### config.mk
export PLATFORM = sky130hd
export DESIGN_NAME = instr_fetch_queue
export DESIGN_NICKNAME = d
export VERILOG_FILES = /design/src/rtl/fetch_pkg.sv /design/src/rtl/fetch_slot_array.sv /design/src/rtl/instr_fetch_queue.sv
export SDC_FILE = /design/constraint.sdc
export NUM_CORES = 1
export LEC_CHECK = 0
export CAP_MARGIN = 20
export CORE_UTILIZATION = 50
export CTS_CLUSTER_DIAMETER = 50
export CTS_CLUSTER_SIZE = 30
export DETAILED_ROUTE_END_ITERATION = 6
export PLACE_DENSITY = 0.77
export SLEW_MARGIN = 20
export SYNTH_ARGS = -nofsm -noshare
export SYNTH_HDL_FRONTEND = slang
export SYNTH_SLANG_ARGS = --single-unit
### constraint.sdc
create_clock -name clk -period 8.7 [get_ports clk]
set_input_delay 0.87 -clock clk [delete_from_list [all_inputs] [get_ports clk]]
set_output_delay 0.87 -clock clk [all_outputs]
set_load 0.02 [all_outputs]
### src/rtl/fetch_pkg.sv
// Shared types and constants for the instruction fetch queue.
// Slot layout is fixed to 32-bit PC and instruction fields.
package fetch_pkg;

    localparam int FETCH_ADDR_W  = 32;
    localparam int FETCH_INSTR_W = 32;

    localparam logic [FETCH_INSTR_W-1:0] INSTR_NOP = 32'h0000_0013;

    typedef struct packed {
        logic [FETCH_ADDR_W-1:0]  pc;
        logic [FETCH_INSTR_W-1:0] instr;
        logic                     misalign;
        logic                     filled;
    } fetch_slot_t;

    // Pointer width for a power-of-2 queue depth.
    function automatic int ptr_w(input int depth);
        return (depth > 1) ? $clog2(depth) : 1;
    endfunction

endpackage

### src/rtl/fetch_slot_array.sv
// DEPTH-entry slot register file.
// Each slot has independent alloc (issue), fill (response) and pop (consume) ports.
module fetch_slot_array
    import fetch_pkg::*;
#(
    parameter int DEPTH = 4,
    parameter int PW    = ptr_w(DEPTH)
) (
    input  logic                     clk,
    input  logic                     clr,
    input  logic                     clear,
    input  logic                     alloc_en,
    input  logic [PW-1:0]            alloc_idx,
    input  logic [FETCH_ADDR_W-1:0]  alloc_pc,
    input  logic                     fill_en,
    input  logic [PW-1:0]            fill_idx,
    input  logic [FETCH_INSTR_W-1:0] fill_instr,
    input  logic                     pop_en,
    input  logic [PW-1:0]            pop_idx,
    input  logic [PW-1:0]            rd_idx,
    output fetch_slot_t              rd_slot
);

    fetch_slot_t slot_q [DEPTH];

    for (genvar g = 0; g < DEPTH; g++) begin : g_slot
        always_ff @(posedge clk or posedge clr) begin
            if (clr) begin
                slot_q[g] <= '0;
            end else begin
                if (alloc_en && alloc_idx == PW'(g)) begin
                    slot_q[g].pc       <= alloc_pc;
                    slot_q[g].instr    <= INSTR_NOP;
                    slot_q[g].misalign <= |alloc_pc[1:0];
                    slot_q[g].filled   <= 1'b0;
                end
                if (fill_en && fill_idx == PW'(g)) begin
                    slot_q[g].instr  <= fill_instr;
                    slot_q[g].filled <= 1'b1;
                end
                if (pop_en && pop_idx == PW'(g))
                    slot_q[g].filled <= 1'b0;
                // Redirect wins over any same-cycle fill.
                if (clear)
                    slot_q[g].filled <= 1'b0;
            end
        end
    end

    assign rd_slot = slot_q[rd_idx];

endmodule

### src/rtl/instr_fetch_queue.sv
// In-order instruction fetch queue: issues imem requests for PC-stage addresses,
// pairs returned words with their PCs and presents {pc, instr} to decode.
module instr_fetch_queue
    import fetch_pkg::*;
#(
    parameter int ADDR_W  = 32,
    parameter int INSTR_W = 32,
    parameter int DEPTH   = 4
) (
    input  logic               clk,
    input  logic               clr,
    input  logic [ADDR_W-1:0]  pc_in,
    input  logic               pc_valid,
    output logic               pc_ready,
    output logic               imem_req,
    output logic [ADDR_W-1:0]  imem_addr,
    input  logic               imem_gnt,
    input  logic               imem_rvalid,
    input  logic [INSTR_W-1:0] imem_rdata,
    input  logic               flush,
    output logic               out_valid,
    output logic [ADDR_W-1:0]  out_pc,
    output logic [INSTR_W-1:0] out_instr,
    output logic               out_misalign,
    input  logic               out_ready
);

    localparam int PW = ptr_w(DEPTH);
    localparam int CW = PW + 1;
    localparam int DW = PW + 2;
    localparam logic [DW:0] DROP_MAX = (DW+1)'(2 * DEPTH);

    logic [PW-1:0] wr_ptr, rd_ptr, fill_ptr;
    logic [CW-1:0] count;
    logic [CW-1:0] pend;      // allocated slots still waiting for their word
    logic [DW-1:0] drop_cnt;  // responses owed to fetches killed by a redirect

    logic          full;
    logic          alloc, pop, fill, drop, consumed;
    logic [DW:0]   drop_sum;
    fetch_slot_t   head;

    assign full      = (count == CW'(DEPTH));
    assign imem_req  = pc_valid & ~full & ~flush & ~clr;
    assign imem_addr = {pc_in[ADDR_W-1:2], 2'b00};
    assign pc_ready  = imem_req & imem_gnt;
    assign alloc     = pc_ready;

    assign drop      = imem_rvalid & (drop_cnt != '0);
    assign fill      = imem_rvalid & (drop_cnt == '0) & (pend != '0);
    assign consumed  = drop | fill;

    assign out_valid    = head.filled & ~flush;
    assign out_pc       = ADDR_W'(head.pc);
    assign out_instr    = INSTR_W'(head.instr);
    assign out_misalign = head.misalign;
    assign pop          = out_valid & out_ready;

    // Every in-flight fetch at a redirect still returns one word that must be eaten.
    assign drop_sum = {1'b0, drop_cnt} + (DW+1)'(pend) - (DW+1)'(consumed);

    fetch_slot_array #(.DEPTH(DEPTH), .PW(PW)) u_slots (
        .clk        (clk),
        .clr        (clr),
        .clear      (flush),
        .alloc_en   (alloc),
        .alloc_idx  (wr_ptr),
        .alloc_pc   (FETCH_ADDR_W'(pc_in)),
        .fill_en    (fill),
        .fill_idx   (fill_ptr),
        .fill_instr (FETCH_INSTR_W'(imem_rdata)),
        .pop_en     (pop),
        .pop_idx    (rd_ptr),
        .rd_idx     (rd_ptr),
        .rd_slot    (head)
    );

    always_ff @(posedge clk or posedge clr) begin
        if (clr) begin
            wr_ptr   <= '0;
            rd_ptr   <= '0;
            fill_ptr <= '0;
            count    <= '0;
            pend     <= '0;
            drop_cnt <= '0;
        end else if (flush) begin
            wr_ptr   <= '0;
            rd_ptr   <= '0;
            fill_ptr <= '0;
            count    <= '0;
            pend     <= '0;
            drop_cnt <= (drop_sum > DROP_MAX) ? DW'(DROP_MAX) : DW'(drop_sum);
        end else begin
            wr_ptr   <= wr_ptr + PW'(alloc);
            rd_ptr   <= rd_ptr + PW'(pop);
            fill_ptr <= fill_ptr + PW'(fill);
            count    <= count + CW'(alloc) - CW'(pop);
            pend     <= pend + CW'(alloc) - CW'(fill);
            drop_cnt <= drop_cnt - DW'(drop);
        end
    end

endmodule

After elaboration in Yosys (flattened, before gate mapping)
Cells that the tools add are included.
{"block": "classes", "n_addsub": 10, "n_lt_le_gt_ge": 2, "n_eq_ne": 10, "n_mux": 30, "n_bitwise": 14, "reduce_logical": 27}
{"cell": "34-bit two-way mux", "count": 4}
{"cell": "66-bit binary-select mux with 2-bit select", "count": 1}
{"cell": "66-bit two-way mux", "count": 2}
{"cell": "32-bit two-way mux", "count": 4}
{"cell": "4-bit nonzero test", "count": 5}
{"cell": "2-bit == test (second input constant)", "count": 6}
{"cell": "1-bit logical AND", "count": 12}
{"cell": "1-bit two-way mux", "count": 12}
{"cell": "1-bit bitwise AND", "count": 9}
{"cell": "4-bit two-way mux", "count": 2}
{"cell": "2-bit nonzero test", "count": 4}
{"cell": "2-bit by 1-bit adder with 2-bit output", "count": 3}
{"cell": "3-bit by 1-bit adder with 3-bit output", "count": 2}
{"cell": "2-bit by 1-bit == test with 1-bit output (second input constant)", "count": 3}
{"cell": "2-bit zero test", "count": 3}
{"cell": "2-bit two-way mux", "count": 3}
{"cell": "3-bit two-way mux", "count": 2}
{"cell": "3-bit by 1-bit subtractor with 3-bit output", "count": 2}
{"cell": "4-bit by 3-bit adder with 5-bit output", "count": 1}
{"cell": "5-bit by 4-bit greater-than comparator with 1-bit output (second input constant)", "count": 1}
{"cell": "5-bit by 1-bit subtractor with 5-bit output", "count": 1}
{"cell": "4-bit zero test", "count": 1}
{"cell": "4-bit by 1-bit subtractor with 4-bit output", "count": 1}
{"cell": "3-bit == test (second input constant)", "count": 1}
{"cell": "6 further kinds", "count": 8}
{"block": "totals", "register_bits": 280, "elab_cells": 115}

Depth between registers and ports, before layout
Gate-level depths: netlist of the first run.
{"block": "depth", "ltp_word": 11, "depth_mapped": 13, "mapped_depth_nobuf": 12}

Modules after synthesis
Synthesis of the first run repeated with hierarchy kept, for this count alone.
{"block": "hier_totals", "hier_cells": 823, "area_unflattened_um2": 12653.4}
{"mod": "fetch_slot_array", "n_inst": 1, "cells_per_inst": 682, "area_per_inst_um2": 11312.1, "seq_area_each_um2": 6606.3}
{"mod": "instr_fetch_queue", "n_inst": 1, "cells_per_inst": 141, "area_per_inst_um2": 1341.3, "seq_area_each_um2": 400.4}

Worst setup path after synthesis of the first run
Ideal clock, no wire load.
{"block": "synth_path", "path_type": "register -> register", "from": "register drop_cnt[1]", "to": "register drop_cnt[3]", "arrival_ns": 2.928, "slack_ns": 5.651, "stages_incl_launch_ff": 14, "synth_period_minus_slack_ns": 3.049, "cell_sequence": "dfrtp_1 -> or4_4 -> buf_6 -> and2_1 -> or2_2 -> ha_1 -> inv_1 -> ha_1 -> inv_1 -> fa_1 -> nand2b_1 -> a21oi_1 -> xnor2_1 -> o22a_1"}
{"block": "synth_between", "elab_chain_cells": 8, "elab_cells_between_ends": 12, "cone_classes": "3 x add/sub; 1 x order compare; 2 x mux; 4 x bitwise; 2 x reduce/logical"}
{"element": "start, declared", "line": "instr_fetch_queue.sv:36", "source": "logic [DW-1:0] drop_cnt;"}
{"element": "start signal, assigned", "line": "instr_fetch_queue.sv:92", "source": "drop_cnt <= (drop_sum > DROP_MAX) ? DW'(DROP_MAX) : DW'(drop_sum);"}
{"element": "start signal, assigned", "line": "instr_fetch_queue.sv:99", "source": "drop_cnt <= drop_cnt - DW'(drop);"}
{"element": "4-bit zero test", "line": "instr_fetch_queue.sv:50", "source": "assign fill = imem_rvalid & (drop_cnt == '0) & (pend != '0);"}
{"element": "1-bit bitwise AND (2 in a row)", "line": "instr_fetch_queue.sv:50"}
{"element": "1-bit OR", "line": "instr_fetch_queue.sv:51", "source": "assign consumed = drop | fill;"}
{"element": "5-bit by 1-bit subtractor with 5-bit output", "line": "instr_fetch_queue.sv:60", "source": "assign drop_sum = {1'b0, drop_cnt} + (DW+1)'(pend) - (DW+1)'(consumed);"}
{"element": "5-bit by 4-bit greater-than comparator with 1-bit output", "line": "instr_fetch_queue.sv:92"}
{"element": "4-bit two-way mux", "line": "instr_fetch_queue.sv:92"}
{"element": "4-bit two-way mux *", "line": "instr_fetch_queue.sv:86", "source": "end else if (flush) begin"}
Every way passes the cells marked *; elsewhere a longest branch is shown, timed or not.
A chain may end at the register's enable or synchronous reset.

Worst setup path after layout of the first run
{"block": "layout_path", "from": "register rd_ptr[0]", "to": "output port out_valid"}
{"block": "layout_between", "elab_chain_cells": 5}
{"element": "start, declared", "line": "instr_fetch_queue.sv:33", "source": "logic [PW-1:0] wr_ptr, rd_ptr, fill_ptr;"}
{"element": "start signal, assigned", "line": "instr_fetch_queue.sv:95", "source": "rd_ptr <= rd_ptr + PW'(pop);"}
{"element": "2-bit NOT with 3-bit output (not written as such)", "line": "fetch_slot_array.sv:50", "source": "assign rd_slot = slot_q[rd_idx];"}
{"element": "66-bit binary-select mux with 2-bit select", "line": "fetch_slot_array.sv:50"}
{"element": "66-bit two-way mux (not written as such) (2 in a row)", "line": "fetch_slot_array.sv:50"}
{"element": "1-bit bitwise AND", "line": "instr_fetch_queue.sv:53", "source": "assign out_valid = head.filled & ~flush;"}
{"element": "end, declared", "line": "instr_fetch_queue.sv:21", "source": "output logic out_valid,"}
Every way passes these cells. The select of a mux whose other input is x is not followed.

==> summary.md, run 1 <==
| Metric | Value |
|---|---|
| Total wire length | `27.6 mm` |
| DR top layer | `met4` |
| Post-DP HPWL | `16.1 mm` |
| Post-detailed-route count of antenna-violating nets | `0` |
| Num ports | `171` |
| Most common cell in the netlist | `dfrtp_1` |
| Ant. Diodes | `0` |
| Layout area overhead | `21.4%` |
| Netlist cell types | `47` |
| First-pass GRT wire length | `45.3 mm` |
| Primary FF master, synth | `dfrtp_1` |
| Skew-Pair Late Insertion Delay | `0.55 ns` |
| Tot Pwr | `3.51 mW` |
| Port buffer count | `168` |
| Flops & latches, synth | `280` |
| Worst vdd ir | `0.000161 V` |
| Post-route cell area | `0.0152 mm^2` |
| Cts hold-fix bufs | `0` |
| Initial core utilization | `51.2%` |
| Cell count after synthesis | `834` |
| Hold endpoint | `u_slots.slot_q[199]` |
| Post-synth EDFFs | `0` |
| Vias in the first global route | `8198` |
| Final-report hold violation count | `0` |
| Clock sinks | `280` |
| Async SR Flop Fraction | `100%` |
| Met1 WL | `12.3 mm` |
| Seq/Total Area, Yosys | `55.9%` |
| Final Util | `62.2%` |
| Relative slew slack | `27.2%` |
| Drt first-iter violations | `662` |
| RSZ-0062 raised after global routing | `false` |
| Syn Std Cell Area | `0.0125 mm^2` |
| Hold Startpoint | `u_slots.slot_q[199]` |
| Setup violators final | `0` |
| Total Routing Usage GR | `22.2%` |
| DR vias | `7823` |
| Final clock skew | `0.00963 ns` |
| TritonRoute pass-1 iters | `5` |
| Worst r2r dst | `count[2]` |
| Nets | `1043` |
| Largest net degree at the start of global routing | `153` |
| Routability cong. | `0.802` |
| Worst R2R Setup Slack | `5.04 ns` |
| Die Y | `160 um` |
| R2r startpoint | `rd_ptr[0]` |
| Met3 WL | `1.56 mm` |
| Cell area power density | `231 mW/mm^2` |
| Fin crit period | `4.33 ns` |
| Die Wd | `160 um` |
| Crit-path max FO | `51` |
| Post-synth top cells | `dfrtp_1 (280), mux2_2 (128), a22o_1 (116)` |
| Ys Warns | `0` |
| Layout cells sized above 1 | `27.7%` |
| Synthesized area per cell | `15.0 um^2` |
| Placed Area | `0.0142 mm^2` |
| Grt total ovfl | `0` |
| Num CTS Buffers | `28` |
| Met2 WL | `13.2 mm` |
| Initial antenna violation count | `0` |
| Post-Route Hold Slack | `0.482 ns` |
| F_max | `231 MHz` |
| Final Max Slew Viols | `0` |
| Leak | `6.87 nW` |
| Status | `completed` |
| DRC Markers | `0` |
| Worst-path clk slew | `0.07 ns` |
| Hold WC Path Type | `reg2reg` |
| Setup repair bufs after CTS | `0` |
| Clock buffer depth | `3` |
| Die area | `0.0257 mm^2` |
| Kind of critical path | `reg2out` |
| Cells on worst reg2reg path | `11` |
| Root buffer cell | `clkbuf_16` |
| Nature of the critical path endpoint | `primary output` |
| Fin crit share | `49.8%` |
| Post-synth top area share | `55.9%` |
| Hold Path Depth | `2` |
| CP Data Required Time | `7.83 ns` |
| CTS tree | `built` |
| Setup_tns | `0 ns` |
| Htree depth | `1` |
| Post-synth top area cell | `dfrtp_1` |
| Critical path arrival | `3.46 ns` |
| Worst Tran Pin Value | `1.09 ns` |
| Core area | `0.0245 mm^2` |
| Critical path launch point type | `flop` |
| Vias per inst | `6.02` |
| Synth area leaders | `dfrtp_1 (56%), mux4_2 (12%), mux2_2 (12%)` |
| Routed len/inst | `21.2 um` |
| Max_cap viols | `0` |
| Post-CTS Resized | `0` |
| Num rows | `57` |
cells in the final DEF (no fill, tap or decap), types with 4 or more instances in the layout:
cell type and instances:
dfrtp_1 278, clkdlybuf4s50_1 168, mux2_2 128, a22o_1 116
mux4_2 65, clkbuf_16 28, inv_1 22, ha_1 16
o22a_1 13, nor2b_1 12, nor2_1 12, buf_4 11
nand2_1 10, xnor2_1 10, a21oi_1 8, clkinv_2 5
clkinvlp_4 4, clkinv_4 4
layer usage:
layer | GRT usage (%) | up-vias
met4 | 4.33 | 0
met3 | 3.82 | 34
li1 | - | 3366
met1 | 32.0 | 4145
met5 | 0 | -
met2 | 35.7 | 278
sequential cells by signal, summed over array words and instances (netlist names):
| register | count |
|---|---|
| u_slots.slot_q | 264 |
| drop_cnt | 4 |
| count | 3 |
| pend | 3 |
| fill_ptr | 2 |
| rd_ptr | 2 |
| wr_ptr | 2 |
per-stage QoR:
step	setup WS (ns)	std cells
after global placement	4.85	1247
after global routing	4.08	1299
after detailed placement	4.85	1247
after CTS	4.27	1299
after floorplan	0.108	835
final	4.37	1299
how the worst max path moves through the flow:
stage | endpoint | startpoint | depth (start not counted)
finish | out_valid | rd_ptr[0] | 4
global route | out_valid | rd_ptr[0] | 4
CTS | out_valid | rd_ptr[0] | 4
detailed placement | out_valid | rd_ptr[0] | 4
global placement | out_valid | rd_ptr[0] | 4
floorplan | count[0] | clr | 1
worst max-delay path, cell delays in order, from the launching register on:
cell and delay, ns:
dfrtp_4 0.71, buf_4 0.84, mux2i_1 0.17, a211oi_1 0.43
clkdlybuf4s50_1 0.73
kinds of logic (layout without fill, tap and decap cells):
logic type | count (synthesis) | in the layout | synth area share, %
and+or+nand+nor | 63 | 63 | 2.95
xor gates and xnor gates | 11 | 11 | 0.769
other | 1 | 2 | 0.0299
adders and majority gates | 19 | 19 | 2.08
DFF | 280 | 280 | 55.9
buffers and inverters | 114 | 254 | 4.75
muxes | 194 | 194 | 23.3
AOI/OAI and AO/OA | 152 | 152 | 10.2
layout make-up:
| class | instances | area, um^2 |
|---|---|---|
| inverter | 23 | 98.8 |
| timing repair buffer | 179 | 1760 |
| fill | 1804 | 9250 |
| multi-input combinational | 441 | 4970 |
| clock buffer | 30 | 708 |
| clock inverter | 22 | 250 |
| sequential | 280 | 7010 |
| tap | 324 | 405 |
where the power goes:
group | leakage [nW] | total [mW] | internal [mW] | switching [mW]
registers | 3.80 | 1.49 | 1.42 | 0.0685
logic | 2.61 | 0.783 | 0.414 | 0.369
clock network | 0.460 | 1.23 | 0.696 | 0.539
Power figures use the tool's default switching activity.
==> run 2: changes to the inputs <==
PLACE_DENSITY = 0.74   (was 0.77)
clock period = 4.2 ns   (was 8.7 ns; I/O delays follow)
==> run 2 against run 1 <==
Against the previous run: cell count grew 1.1%; via count shrank 0.51%; global-route usage is essentially flat; combinational power grew 110%; die area is the same; power grew 110%; utilization grew 0.56 points; first-iteration DRC count shrank 8.8%; critical path depth grew 8; sequential share of layout area shrank 0.41 points; critical path type is now reg2reg; largest power group unchanged; highest routed layer unchanged.
==> summary.md, run 2 (synthesis gave the netlist of run 1 again) <==
| Metric | Value |
|---|---|
| Leak | `6.96 nW` |
| Fin crit share | `78.3%` |
| Cts hold-fix bufs | `0` |
| CP Data Required Time | `4.64 ns` |
| Largest net degree at the start of global routing | `109` |
| Commonest non-fill, non-tap cell in the layout | `dfrtp_1` |
| Worst R2R Setup Slack | `0.91 ns` |
| Root buffer cell | `clkbuf_16` |
| Worst-path clk slew | `0.07 ns` |
| Vias per inst | `5.93` |
| Core area | `0.0245 mm^2` |
| Crit path largest cell delay | `0.62 ns` |
| Cells on worst reg2reg path | `12` |
| Total Routing Usage GR | `22.2%` |
| Drt first-iter violations | `604` |
| Max_cap viols | `0` |
| Largest register FFs | `264` |
| Final clock skew | `0.0114 ns` |
| Setup repair bufs after CTS | `0` |
| Relative slew slack | `29.1%` |
| Setup crit end | `drop_cnt[2]` |
| Cell Chain, Critical Path | `or4_4 -> and2_1 -> or2_2 -> ha_1 -> inv_1 -> ha_1 -> inv_1 -> fa_1 -> nand2b_1 -> a21oi_1 -> xnor2_1 -> o32ai_1` |
| Initial antenna violation count | `1` |
| Num CTS Buffers | `31` |
| Skew-Pair Late Insertion Delay | `0.55 ns` |
| Final Max Slew Viols | `0` |
| Crit. path cell count | `12` |
| Critical path buffers and inverters | `2` |
| Worst vdd ir | `0.000313 V` |
| Die Y | `160 um` |
| Post-detailed-route count of antenna-violating nets | `0` |
| Filler instances | `1840` |
| R2r startpoint | `drop_cnt[1]` |
| Clock sinks | `280` |
| Clock buffer depth | `3` |
| Nature of the critical path endpoint | `flop` |
| Final-report hold violation count | `0` |
| Critical path arrival | `3.73 ns` |
| Die area | `0.0257 mm^2` |
| Fin crit period | `3.29 ns` |
| Nets | `1053` |
| Htree depth | `1` |
| DR vias | `7783` |
| Post-DP HPWL | `16.5 mm` |
| Port buffer count | `168` |
| Hold WC Path Type | `in2async` |
| Total wire length | `27.6 mm` |
| First-pass GRT wire length | `45.3 mm` |
| Routed len/inst | `21.0 um` |
| TritonRoute pass-1 iters | `5` |
| Most frequent cells in the layout | `dfrtp_1 (278), clkdlybuf4s50_1 (168), mux2_2 (128)` |
| Final Util | `62.7%` |
| Vias in the first global route | `8150` |
| Status | `completed` |
| CP startpoint | `drop_cnt[1]` |
| Setup_tns | `0 ns` |
| Grt total ovfl | `0` |
| Critical path launch point type | `flop` |
| Setup violators final | `0` |
| F_max | `304 MHz` |
| Largest registers | `u_slots.slot_q: 264 flops, drop_cnt: 4 flops` |
| Slowest CP cell | `or4_4` |
| Kind of critical path | `reg2reg` |
| CTS tree | `built` |
| Biggest register | `u_slots.slot_q` |
| Num rows | `57` |
| Worst r2r dst | `drop_cnt[2]` |
| Num ports | `171` |
| Initial core utilization | `51.2%` |
| Layout area overhead | `22.5%` |
| DRC Markers | `0` |
| Crit-path max FO | `8` |
| Die Wd | `160 um` |
| Routability cong. | `0.764` |
| RSZ-0062 raised after global routing | `false` |
| Layout cells sized above 1 | `28.5%` |
| Cell area power density | `482 mW/mm^2` |
| Post-CTS Resized | `0` |
| Worst Tran Pin Value | `1.05 ns` |
| CP top delay family | `simple AND/OR/NAND/NOR gates` |
==> run 2: cell types whose count changed in the layout (fill, tap and decap cells not counted), sizes merged <==
cell,before,now
inv,26,38
buf,11,18
clkinv,12,7
clkbuf,30,33
bufinv,3,1
clkinvlp,4,2
diode,0,1
==> run 2: per-layer routing <==
metal / vias up / track usage [%] / part of all wire, %
met3: 41 / 5.45 / 8.1
li1: 3403 / - / -
met5: - / 0 / 0
met4: 0 / 4.29 / 1.6
met2: 280 / 35.0 / 47
met1: 4059 / 31.6 / 43
==> run 2: worst min path at each step <==
stage | slack (ns) | startpoint | end | cells after the start
after floorplan | 0.44 | u_slots.slot_q[67] | u_slots.slot_q[67] | 2
after global placement | 0.46 | u_slots.slot_q[67] | u_slots.slot_q[67] | 2
after detailed placement | 0.47 | u_slots.slot_q[199] | u_slots.slot_q[199] | 2
after CTS | 0.47 | clr | pend[0] | 3
after global routing | 0.51 | clr | pend[0] | 3
final | 0.44 | clr | pend[0] | 3
==> run 2: area by class of cell <==
class | instances | area [um^2] | share of cell area [%]
well taps | 324 | 405 | 2.64
inverters | 23 | 90.1 | 0.587
multi-input cells | 441 | 4970 | 32.4
diodes | 1 | 2.50 | 0.0163
clock buffers | 33 | 783 | 5.10
flip-flops and latches | 280 | 7010 | 45.7
clock inverters | 25 | 243 | 1.58
repair buffers | 186 | 1840 | 12.0
==> run 2: stage by stage <==
stage          hold slack, ns  cells  power (mW)  worst slack (ns)  area (um^2)
5_1_grt                 0.506   1312        7.73             0.754        15300
2_1_floorplan           0.445    835        4.11            0.0727        12500
3_3_place_gp            0.461   1254        4.72              1.09        14300
3_5_place_dp            0.470   1254        4.75             0.966        14300
4_1_cts                 0.472   1312        7.47             0.942        15300
6_report                0.435   1313        7.40             0.910        15300
==> run 2: worst register-to-register path, cell delays in order (launching register included) <==
cell and delay [ns]:
dfrtp_1 0.39, or4_4 0.62, and2_1 0.21, or2_2 0.28, ha_1 0.28, inv_1 0.06
ha_1 0.15, inv_1 0.06, fa_1 0.38, nand2b_1 0.17, a21oi_1 0.17, xnor2_1 0.15
o32ai_1 0.28
==> run 2: report_power, final <==
part / total (mW) / internal (mW) / switching (mW) / leakage [nW]
Sequential: 3.09 / 2.95 / 0.142 / 3.80
Combinational: 1.62 / 0.859 / 0.766 / 2.65
Clock: 2.69 / 1.48 / 1.21 / 0.507
==> run 3: changes to the inputs <==
clock period = 3.44 ns   (was 4.2 ns; I/O delays follow)
==> run 3 against run 2 <==
Against the previous run: first-iteration DRC count rose by 1.5%; sequential power rose by 22%; global-route usage up 0.17 points; clock power rose by 23%; largest power group unchanged; critical path depth stayed put; power up 23%; combinational power grew 27%; clock skew increased by 0.0030 ns; register-to-register slack lost 0.76 ns; count of clock-buffer cells in the layout shrank 4; worst setup slack got worse by 0.76 ns.
==> summary.md, run 3 (synthesis gave the netlist of run 1 again) <==
| Metric | Value |
|---|---|
| Sequential Area | `0.00701 mm^2` |
| CTS tree | `built` |
| Post-CTS Resized | `0` |
| Crit-path max FO | `8` |
| Setup repair bufs after CTS | `0` |
| Crit. path cell count | `12` |
| Skew-Pair Late Insertion Delay | `0.55 ns` |
| Combinational share of power | `22.5%` |
| Cell Chain, Critical Path | `or4_4 -> and2_1 -> or2_2 -> ha_1 -> inv_1 -> ha_1 -> inv_1 -> fa_1 -> nand2b_1 -> a21oi_2 -> xnor2_2 -> o32ai_2` |
| Largest register FFs | `264` |
| Final Max Slew Viols | `0` |
| Die Wd | `160 um` |
| Fin crit share | `95.6%` |
| Biggest register | `u_slots.slot_q` |
| Slowest CP cell | `or4_4` |
| Worst setup margin | `0.152 ns` |
| CP Data Required Time | `3.89 ns` |
| Routability cong. | `0.786` |
| Most frequent cells in the layout | `dfrtp_1 (278), clkdlybuf4s50_1 (168), mux2_2 (128)` |
| Switch Pwr | `2.71 mW` |
| Post-Layout Cell Count | `1312` |
| Initial antenna violation count | `1` |
| Sw Ratio | `29.7%` |
| Nets | `1055` |
| Num CTS Buffers | `28` |
| Filler instances | `1805` |
| Commonest non-fill, non-tap cell in the layout | `dfrtp_1` |
| Clock sinks | `280` |
| Port buffer count | `168` |
| Drt first-iter violations | `613` |
| Die Y | `160 um` |
| Largest registers | `u_slots.slot_q: 264 flops, drop_cnt: 4 flops` |
| Setup_tns | `0 ns` |
| Layout area overhead | `23.4%` |
| Num ports | `171` |
| Grt total ovfl | `0` |
| Max_cap viols | `0` |
| Final-report hold violation count | `0` |
| DRC Markers | `0` |
| First-pass GRT wire length | `45.4 mm` |
| Vias per inst | `5.93` |
| Cell Count Post-Placement | `1259` |
| Post-detailed-route count of antenna-violating nets | `0` |
| F_max | `304 MHz` |
| Cell area power density | `591 mW/mm^2` |
| Relative slew slack | `29.8%` |
| Critical path launch point type | `flop` |
| Worst vdd ir | `0.000454 V` |
| Cells on worst reg2reg path | `12` |
| Status | `completed` |
| Core area | `0.0245 mm^2` |
| Seq pwr share | `41.3%` |
| Worst Tran Pin Value | `1.04 ns` |
| Post-route cell area | `0.0155 mm^2` |
| Root buffer cell | `clkbuf_16` |
| Clock network power share | `36.2%` |
| Worst-path clk slew | `0.07 ns` |
| Cts hold-fix bufs | `0` |
| Htree depth | `1` |
| Die area | `0.0257 mm^2` |
| Crit path largest cell delay | `0.62 ns` |
| Clock buffer depth | `3` |
| Vias in the first global route | `8224` |
| Routed len/inst | `21.3 um` |
| Total Routing Usage GR | `22.4%` |
| Nature of the critical path endpoint | `flop` |
| Post-DP HPWL | `16.9 mm` |
| Num rows | `57` |
| CP top delay family | `simple AND/OR/NAND/NOR gates` |
| Hold WC Path Type | `in2async` |
| Total wire length | `27.9 mm` |
| Final clock skew | `0.0143 ns` |
| Largest net degree at the start of global routing | `123` |
| Placed Area | `0.0144 mm^2` |
| Leak | `6.99 nW` |
| DP Worst Slack | `0.157 ns` |
| Critical path arrival | `3.74 ns` |
| TritonRoute pass-1 iters | `5` |
| Setup violators final | `0` |
| DR vias | `7781` |
| Critical path buffers and inverters | `2` |
| Initial core utilization | `51.2%` |
| Post-Route Hold Slack | `0.129 ns` |
| Area of the multi-input gates | `0.00499 mm^2` |
| Cell Int Power | `6.43 mW` |
| Layout cells sized above 1 | `29.1%` |
| Kind of critical path | `reg2reg` |
| Fin crit period | `3.29 ns` |
run 3: area by class of cell:
| type | count | share of cell area (%) |
|---|---|---|
| Inverter | 23 | 0.583 |
| Timing Repair Buffer | 191 | 12.4 |
| Clock buffer | 29 | 4.69 |
| Tap cell | 324 | 2.62 |
| Multi-Input combinational cell | 441 | 32.3 |
| Sequential cell | 280 | 45.4 |
| Clock inverter | 23 | 2.03 |
| Antenna cell | 1 | 0.0162 |
run 3: final timing paths:
path	slack, ns	startpoint	to
worst max-delay path	0.15	drop_cnt[1]	drop_cnt[0]
worst min-delay path	0.13	clr	u_slots.slot_q[193]
worst max register to register	0.15	drop_cnt[1]	drop_cnt[0]
worst min register to register	0.49	u_slots.slot_q[204]	u_slots.slot_q[204]
max in group asynchronous	2.44	clr	u_slots.slot_q[85]
min in group clk	0.48	imem_rdata[23]	u_slots.slot_q[223]
run 3: power groups by stage:
stage	Sequential [mW]	Clock, mW	Combinational (mW)
after floorplan	3.77	0	1.24
after global placement	3.81	0	1.96
after detailed placement	3.82	0	1.99
after CTS	3.76	3.39	2.01
after global routing	3.80	3.51	2.21
final	3.77	3.31	2.06
run 3: metrics by stage:
stage / util (%) / power (mW)
after floorplan: - / 5.01
after global placement: 58.8 / 5.77
after detailed placement: 58.8 / 5.81
after CTS: 63.1 / 9.16
after global routing: 63.2 / 9.52
final: 63.2 / 9.14
run 3: per-layer routing:
metal	part of all wire (%)	GRT usage, %	routed length (um)	vias up
li1	-	-	-	3397
met1	45	31.4	12500	4089
met2	47	35.7	13100	250
met3	6.1	4.81	1710	45
met4	2.4	5.58	669	0
met5	0	0	0	-
